--- src/rtl/ddr_rd_bridge.sv ---
// Read bridge from ddr2pe burst requests to an AXI read master. Read data is buffered in a
// FIFO whose space is reserved at request time, so the R channel never needs back-pressure.
module ddr_rd_bridge #(
  parameter int unsigned FIFO_DEPTH = 64,
  parameter int unsigned MAX_OUT    = 4,
  parameter int unsigned DDR_W      = 64,
  parameter int unsigned DDR_ADDR_W = 32,
  parameter int unsigned BURST_W    = 10
) (
  input  logic                  clk,
  input  logic                  rst,
  input  logic [DDR_ADDR_W-1:0] req_addr,
  input  logic [BURST_W-1:0]    req_size,
  input  logic                  req_valid,
  output logic                  req_ready,
  output logic [DDR_W-1:0]      out_data,
  output logic                  out_valid,
  input  logic                  out_ready,
  output logic [DDR_ADDR_W-1:0] m_araddr,
  output logic [7:0]            m_arlen,
  output logic                  m_arvalid,
  input  logic                  m_arready,
  input  logic [DDR_W-1:0]      m_rdata,
  input  logic [1:0]            m_rresp,
  input  logic                  m_rlast,
  input  logic                  m_rvalid,
  output logic                  m_rready,
  output logic                  err,
  output logic                  idle
);

  localparam int unsigned AW = (FIFO_DEPTH > 1) ? $clog2(FIFO_DEPTH) : 1;
  localparam int unsigned CW = $clog2(FIFO_DEPTH) + 1;
  localparam int unsigned OW = $clog2(MAX_OUT + 1);

  logic                  r_run;
  logic                  r_arvalid;
  logic [DDR_ADDR_W-1:0] r_araddr;
  logic [7:0]            r_arlen;
  logic [CW-1:0]         r_resv;
  logic [OW-1:0]         r_outs;
  logic [AW-1:0]         r_wr_ptr;
  logic [AW-1:0]         r_rd_ptr;
  logic [CW-1:0]         r_cnt;
  logic                  r_out_valid;
  logic [DDR_W-1:0]      r_out_data;
  logic                  r_err;
  logic [DDR_W-1:0]      r_mem [FIFO_DEPTH];

  logic [31:0]   w_size32;
  logic [31:0]   w_need;
  logic          w_zero;
  logic          w_oversize;
  logic          w_ar_free;
  logic          w_outs_ok;
  logic          w_space_ok;
  logic          w_accept;
  logic          w_issue;
  logic          w_rbeat;
  logic          w_full;
  logic          w_empty;
  logic          w_push;
  logic          w_pop;
  logic          w_out_hs;
  logic          w_outs_dec;
  logic [CW-1:0] w_resv_d;
  logic [OW-1:0] w_outs_d;
  logic [CW-1:0] w_cnt_d;

  assign w_size32   = 32'(req_size);
  assign w_need     = 32'(r_resv) + w_size32;
  assign w_zero     = (req_size == '0);
  assign w_oversize = (w_size32 > 32'd256);
  assign w_ar_free  = !r_arvalid | m_arready;
  assign w_outs_ok  = (32'(r_outs) < MAX_OUT);
  // Oversize requests are swallowed with an error, so they must not wait on FIFO space.
  assign w_space_ok = w_oversize | (w_need <= FIFO_DEPTH);

  assign req_ready  = r_run & w_ar_free & w_outs_ok & w_space_ok;
  assign w_accept   = req_valid & req_ready;
  assign w_issue    = w_accept & !w_zero & !w_oversize;

  assign w_rbeat    = m_rvalid & r_run;
  assign w_full     = (32'(r_cnt) == FIFO_DEPTH);
  assign w_empty    = (r_cnt == '0);
  assign w_push     = w_rbeat & !w_full;
  assign w_out_hs   = r_out_valid & out_ready;
  assign w_pop      = !w_empty & (!r_out_valid | out_ready);
  assign w_outs_dec = w_rbeat & m_rlast & (r_outs != '0);

  always_comb begin
    w_resv_d = r_resv;
    if (w_issue) begin
      w_resv_d = w_resv_d + CW'(req_size);
    end
    if (w_out_hs) begin
      w_resv_d = w_resv_d - CW'(1);
    end
  end

  always_comb begin
    w_outs_d = r_outs;
    case ({w_issue, w_outs_dec})
      2'b10:   w_outs_d = r_outs + OW'(1);
      2'b01:   w_outs_d = r_outs - OW'(1);
      default: w_outs_d = r_outs;
    endcase
  end

  always_comb begin
    w_cnt_d = r_cnt;
    case ({w_push, w_pop})
      2'b10:   w_cnt_d = r_cnt + CW'(1);
      2'b01:   w_cnt_d = r_cnt - CW'(1);
      default: w_cnt_d = r_cnt;
    endcase
  end

  always_ff @(posedge clk or posedge rst) begin
    if (rst) begin
      r_run       <= 1'b0;
      r_arvalid   <= 1'b0;
      r_araddr    <= '0;
      r_arlen     <= '0;
      r_resv      <= '0;
      r_outs      <= '0;
      r_wr_ptr    <= '0;
      r_rd_ptr    <= '0;
      r_cnt       <= '0;
      r_out_valid <= 1'b0;
      r_out_data  <= '0;
      r_err       <= 1'b0;
    end else begin
      r_run  <= 1'b1;
      r_resv <= w_resv_d;
      r_outs <= w_outs_d;
      r_cnt  <= w_cnt_d;

      if (w_issue) begin
        r_arvalid <= 1'b1;
        r_araddr  <= req_addr;
        r_arlen   <= 8'(req_size - BURST_W'(1));
      end else if (m_arready) begin
        r_arvalid <= 1'b0;
      end

      if (w_push) begin
        r_wr_ptr <= r_wr_ptr + AW'(1);
      end

      if (w_pop) begin
        r_rd_ptr    <= r_rd_ptr + AW'(1);
        r_out_valid <= 1'b1;
        r_out_data  <= r_mem[r_rd_ptr];
      end else if (out_ready) begin
        r_out_valid <= 1'b0;
      end

      if ((w_accept & w_oversize) | (w_rbeat & w_full) | (w_rbeat & (m_rresp != 2'b00))) begin
        r_err <= 1'b1;
      end
    end
  end

  always_ff @(posedge clk) begin
    if (w_push) begin
      r_mem[r_wr_ptr] <= m_rdata;
    end
  end

  assign m_araddr  = r_araddr;
  assign m_arlen   = r_arlen;
  assign m_arvalid = r_arvalid;
  assign m_rready  = r_run;
  assign out_valid = r_out_valid;
  assign out_data  = r_out_data;
  assign err       = r_err;
  assign idle      = (r_outs == '0) & w_empty & !r_arvalid & !r_out_valid;

endmodule

--- config.mk ---
export PLATFORM = sky130hd
export DESIGN_NAME = ddr_rd_bridge
export DESIGN_NICKNAME = d
export VERILOG_FILES = /design/src/rtl/ddr_rd_bridge.sv
export SDC_FILE = /design/constraint.sdc
export NUM_CORES = 2
export LEC_CHECK = 0
export CAP_MARGIN = 20
export CELL_PAD_IN_SITES_DETAIL_PLACEMENT = 1
export CELL_PAD_IN_SITES_GLOBAL_PLACEMENT = 1
export CORE_ASPECT_RATIO = 0.75
export CORE_MARGIN = 1
export CORE_UTILIZATION = 40
export DETAILED_ROUTE_END_ITERATION = 10
export GPL_TIMING_DRIVEN = 0
export PLACE_DENSITY_LB_ADDON = 0.1
export SYNTH_ARGS = -nofsm -noshare
export SYNTH_HDL_FRONTEND = slang
export SYNTH_SLANG_ARGS = --single-unit
--- constraint.sdc ---
create_clock -name clk -period 5.15 [get_ports clk]
set_clock_uncertainty 0.1 [all_clocks]
set_input_delay 1.03 -clock clk [delete_from_list [all_inputs] [get_ports clk]]
set_output_delay 1.03 -clock clk [all_outputs]
set_load 0.05 [all_outputs]
# Word level (Yosys, flattened, before mapping)

Memory sizes are Yosys's and may differ from the RTL's. A register that Yosys moved wholly into a read port is not among the register bits.
Cells that the tools add are included.

Equality and inequality tests: 5
$add $sub $neg: 10
Reductions and logical operators: 15
Multiplexer cells: 10
$lt $le $gt $ge: 3
Bitwise operators: 23

Operator list:

| cell                                                            | count |
|---|---|
| AND 1 bit                                                       | 18 |
| 2-to-1 mux 7 bit                                                | 2 |
| one-hot mux 7 bit (2 select lines)                              | 1 |
| subtractor 7 x 1 -> 7 bit, second input constant                | 2 |
| adder 6 x 1 -> 6 bit, second input constant                     | 2 |
| adder 7 x 10 -> 11 bit                                          | 1 |
| less-or-equal comparator 11 x 7 -> 1 bit, second input constant | 1 |
| > comparator 10 x 9 -> 1 bit, second input constant             | 1 |
| logical NOT 10 bit                                              | 1 |
| nonzero test 2 bit                                              | 5 |
| subtractor 8 x 1 -> 8 bit, second input constant                | 1 |
| adder 7 x 1 -> 7 bit, second input constant                     | 1 |
| adder 7 bit                                                     | 1 |
| equality test 7 bit, second input constant                      | 1 |
| logical NOT 7 bit                                               | 1 |
| logical NOT 1 bit                                               | 6 |
| 2-to-1 mux 1 bit                                                | 6 |
| one-hot mux 3 bit (2 select lines)                              | 1 |
| OR 1 bit                                                        | 5 |
| equality test 2 x 1 -> 1 bit, second input constant             | 2 |
| equality test 2 bit, second input constant                      | 2 |
| adder 3 x 1 -> 3 bit, second input constant                     | 1 |
| logical NOT 3 bit                                               | 1 |
| < comparator 3 bit, second input constant                       | 1 |
| other kinds (2)                                                 | 2 |

Word-level logic and storage cells: 78
Output and inout bits: 110
Register bits: 73
RAM bits: 4096
Memories: 1

Memory list:

| memory | words | bits a word | read ports | clocked after memory_dff | write ports | RTL line | source |
|---|---|---|---|---|---|---|---|
| r_mem  | 64    | 64          | 1          | 1                        | 1           | 48       | `logic [DDR_W-1:0] r_mem [FIFO_DEPTH];` |

# Depth between registers and ports, before layout

Depth after elaboration: 11
Mapped depth: 15

# Least setup slack after synthesis

No wires, ideal clock.

Kind: input-to-reg
Start point: in m_rvalid
End point: mem r_mem[59][0], enable pin
Cell stages on the path: 5
Path buffers: 0
Data required time: 4.563 ns
Path slack: 0.120 ns
Arrival: 4.444 ns
Path through: and3_1 > inv_1 > nor2_1 > nand3_1 > nor2_1

Cells in the longest elaborated chain, start to end: 4

Ends and longest elaborated chain:

| what                                   | RTL line | source |
|---|---|---|
| start, declared                        | 26       | `input logic m_rvalid,` |
| AND 1 bit                              | 83       | `assign w_rbeat = m_rvalid & r_run;` |
| AND 1 bit                              | 86       | `assign w_push = w_rbeat & !w_full;` |
| 2-to-1 mux 1 bit                       | 166      | `if (w_push) begin` |
| 2-to-1 mux 1 bit (implied by the code) | 167      | `r_mem[r_wr_ptr] <= m_rdata;` |
| end, declared                          | 48       |  |

Every way passes these cells.

==> qor.yml <==
outcome:
  outcome: "finished clean"
cts:
  cts.clk_slew.worst_paths_ns: 0.07
  tritoncts.num_buffers: 427
  numClockSinks: 4233
  clock_insertion_delay_worst_skew_ns: 1.01
  htree_num_levels: 5
  maximum_buffer_depth_of_the_clock_tree: 4
  cts_tree: "yes"
  clockRootBuffer: "sky130_fd_sc_hd__clkbuf_16"
power:
  irDropWorstVdd_v: 0.000461
  p_total_mw: 103
  power_frac_clock: 0.304
  p_leak_nw: 59.3
  sequentialPowerShare: 0.381
  internal_power_mw: 70.6
  comb_power_share: 0.315
  net-switching-power_mw: 32.7
  pwr_density_cell_mw_per_mm2: 542
  swShare: 0.316
setup_path:
  critical_path_peak_fanout: 10
  crit_arrival_ns: 5.76
  crit_path_max_incr_delay_ns: 0.95
  timing.critical_path.cells: "buf_2 -> clkbuf_2 -> clkbuf_2 -> clkbuf_1 -> mux4_2 -> mux4_2 -> mux2i_1 -> nor3_1 -> a221o_1"
  critPathCaptureType: "register"
  required_ns: 5.93
  cp-start-kind: "register"
  setup.worst_path.class: "register to register"
  cp_slowest_cell: "sky130_fd_sc_hd__clkbuf_1"
cells_and_area:
  final_cell_area_sq_mm: 0.191
  area_delta_synth_final_pct: 18.3
  final-instance-count-excl-fill: 13100
  fin_nets: 7444
  final_layout_size_suffix_gt1_frac: 0.345
place:
  port_buffers: 224
  dp_hpwl_microns: 330000
  gp_congestion: 0.746
  post-place-cells: 12200
  postPlaceCellArea_sq_mm: 0.176
floorplan:
  placeableCoreArea_sq_mm: 0.400
  floorplan.initialDensity: 0.402
  die_h_microns: 552
  die_area_sq_mm: 0.405
  placementRows: 201
  chipWidth_microns: 735
  io-pin-count: 225
grt:
  grt_start_max_net_pins: 71
  grtUsageTotal: 0.235
  grt_pass1_wl_microns: 657000
  first_global_vias: 78100
  gr-total-overflow: 0
  antenna_violations_before_repair: 49
yosys:
  netlist.top_cell.by_area: "sky130_fd_sc_hd__edfxtp_1"
  most_numerous_cell_in_the_yosys_netlist: "sky130_fd_sc_hd__edfxtp_1"
  syn-cell-area_sq_mm: 0.161
  syn_inst: 6344
  yosysUniqueCellTypes: 55
  ffs_latches_synth: 4233
  syn-mean-instance-area_sq_um: 25.4
  synth_top_area_share: 0.763
  yosysSeqAreaShare: 0.785
  synth_fp_nets: 6481
  synth_enable_flop_cells: 4096
  ys.warnings.count: 0
  synthFlopType: "sky130_fd_sc_hd__edfxtp_1"
  synthTopCellsByCount: "sky130_fd_sc_hd__edfxtp_1, sky130_fd_sc_hd__mux4_2, sky130_fd_sc_hd__clkbuf_1"
  post_synth_main_area_contributors: "sky130_fd_sc_hd__edfxtp_1, sky130_fd_sc_hd__mux4_2, sky130_fd_sc_hd__dfrtp_1"
  ys_async_sr_fraction: 0.0324
run:
  max_cap_viols: 0
timing:
  max_slew_margin: 0.187
  hold_viol: 0
  max_freq_mhz: 201
  max_slew_violation_count: 0
  grt_setup_unrepaired: "no"
  final-setup-viol-count: 0
  worstMarginPinSlew_ns: 1.22
  timing.final.crit_share: 0.967
  finalSetupTns_ns: 0
  fin_worst_hold_slack_ns: 0.176
  min_period_ns: 4.98
drt:
  wl_per_cell_microns: 36.7
  drt-total-wl_microns: 480000
  vias_post_dr: 76100
  drt_iter0_drc: 9145
  route.antenna.remaining_nets: 0
  post_drt_via_cell_ratio: 5.82
  drc: 0
  dr.pass1.iters: 5
min_path:
  min-delay-path-class: "input port to register"
flip-flops by register name, summed over array words and instances, names as in the netlist, 3 cells and up:
signal	flops
m_araddr	32
r_cnt	7
r_rd_ptr	6
out_data	64
r_outs	3
r_mem	4096
m_arlen	8
r_wr_ptr	6
r_resv	7
power groups by stage:
stage | clock (mW) | combinational (mW) | sequential, mW
5_1_grt | 33.1 | 34.0 | 39.4
4_1_cts | 32.0 | 32.9 | 39.4
3_5_place_dp | 0 | 32.8 | 40.1
3_3_place_gp | 0 | 31.7 | 40.3
2_1_floorplan | 0 | 17.7 | 41.4
6_report | 31.4 | 32.6 | 39.3
kinds of logic (layout without fill, tap and decap cells):
| group | Yosys count | after routing | synth area share |
|---|---|---|---|
| xor+xnor | 36 | 36 | 0.00196 |
| other cells | 1 | 17 | 0.0000233 |
| buf+inv | 346 | 1676 | 0.00937 |
| flops | 4233 | 4233 | 0.785 |
| fa+ha+maj | 22 | 22 | 0.00185 |
| simple gates | 195 | 195 | 0.00552 |
| mux | 1448 | 1448 | 0.194 |
| compound gates | 63 | 63 | 0.00276 |
per-layer routing:
layer | wire (microns) | GRT usage | vias up
met5 | 13 | 0 | -
met4 | 10300 | 0.0510 | 2
met3 | 34500 | 0.0374 | 556
met2 | 220000 | 0.363 | 2875
met1 | 215000 | 0.358 | 43000
li1 | - | - | 29700
final cells by class:
cell class | instances | area (sq um)
tap | 5379 | 6730
buffer | 326 | 1480
clock buffer | 536 | 11400
clock inverter | 260 | 2520
sequential | 4233 | 126000
inverter | 20 | 83.8
fill | 34800 | 210000
timing repair buffer | 534 | 8170
antenna | 16 | 40.0
multi-input combinational | 1765 | 33700
final timing paths:
check,end,startpoint,depth (start not counted),slack (ns)
worst max-delay path,out_data[47],r_rd_ptr[1],9,0.17
worst min-delay path,r_mem[26][28],m_rdata[28],1,0.18
worst max register to register,out_data[47],r_rd_ptr[1],9,0.17
worst min register to register,m_arlen[4],m_arlen[4],2,0.39
max in group asynchronous,out_data[43],rst,3,3.36
min in group asynchronous,out_data[25],rst,2,0.43
critical path, delay by kind of cell (launching register included):
kind / cells / cell delay [ns]
AOI/OAI and AO/OA: 1 / 0.28
DFF: 1 / 0.35
muxes: 3 / 1.36
buffers and inverters: 4 / 2.58
and+or+nand+nor: 1 / 0.13
cells in the final DEF (no fill, tap or decap), types with 20 or more instances in the layout:
| master | count |
|---|---|
| sky130_fd_sc_hd__nand2_1 | 40 |
| sky130_fd_sc_hd__edfxtp_1 | 4096 |
| sky130_fd_sc_hd__nor2_4 | 64 |
| sky130_fd_sc_hd__clkinv_1 | 94 |
| sky130_fd_sc_hd__dfrtp_1 | 137 |
| sky130_fd_sc_hd__mux2i_1 | 22 |
| sky130_fd_sc_hd__buf_1 | 27 |
| sky130_fd_sc_hd__clkbuf_1 | 227 |
| sky130_fd_sc_hd__bufinv_16 | 43 |
| sky130_fd_sc_hd__nor3_1 | 21 |
| sky130_fd_sc_hd__buf_8 | 30 |
| sky130_fd_sc_hd__buf_16 | 32 |
| sky130_fd_sc_hd__clkdlybuf4s50_1 | 157 |
| sky130_fd_sc_hd__clkbuf_16 | 436 |
| sky130_fd_sc_hd__clkbuf_2 | 28 |
| sky130_fd_sc_hd__mux2_2 | 96 |
| sky130_fd_sc_hd__mux4_2 | 1330 |
| sky130_fd_sc_hd__nor2_1 | 25 |
| sky130_fd_sc_hd__clkinv_2 | 84 |
| sky130_fd_sc_hd__buf_2 | 181 |
| sky130_fd_sc_hd__xnor2_1 | 20 |
| sky130_fd_sc_hd__buf_12 | 244 |
timing repair:
action / 4_1_cts / 5_1_grt
hold buffers: 0 / 0
gates resized for setup: 7 / 3
buffers inserted: 0 / 2
pin swaps: 0 / 0
endpoints found under the setup margin: 2 / 2
per-stage QoR:
stage | setup WS, ns | util
after floorplan | 0.120 | -
after global placement | -6.75 | 0.425
after detailed placement | -1.11 | 0.440
after CTS | 0.0272 | 0.475
after global routing | 0.0633 | 0.476
final | 0.167 | 0.476
Power figures use the tool's default switching activity.
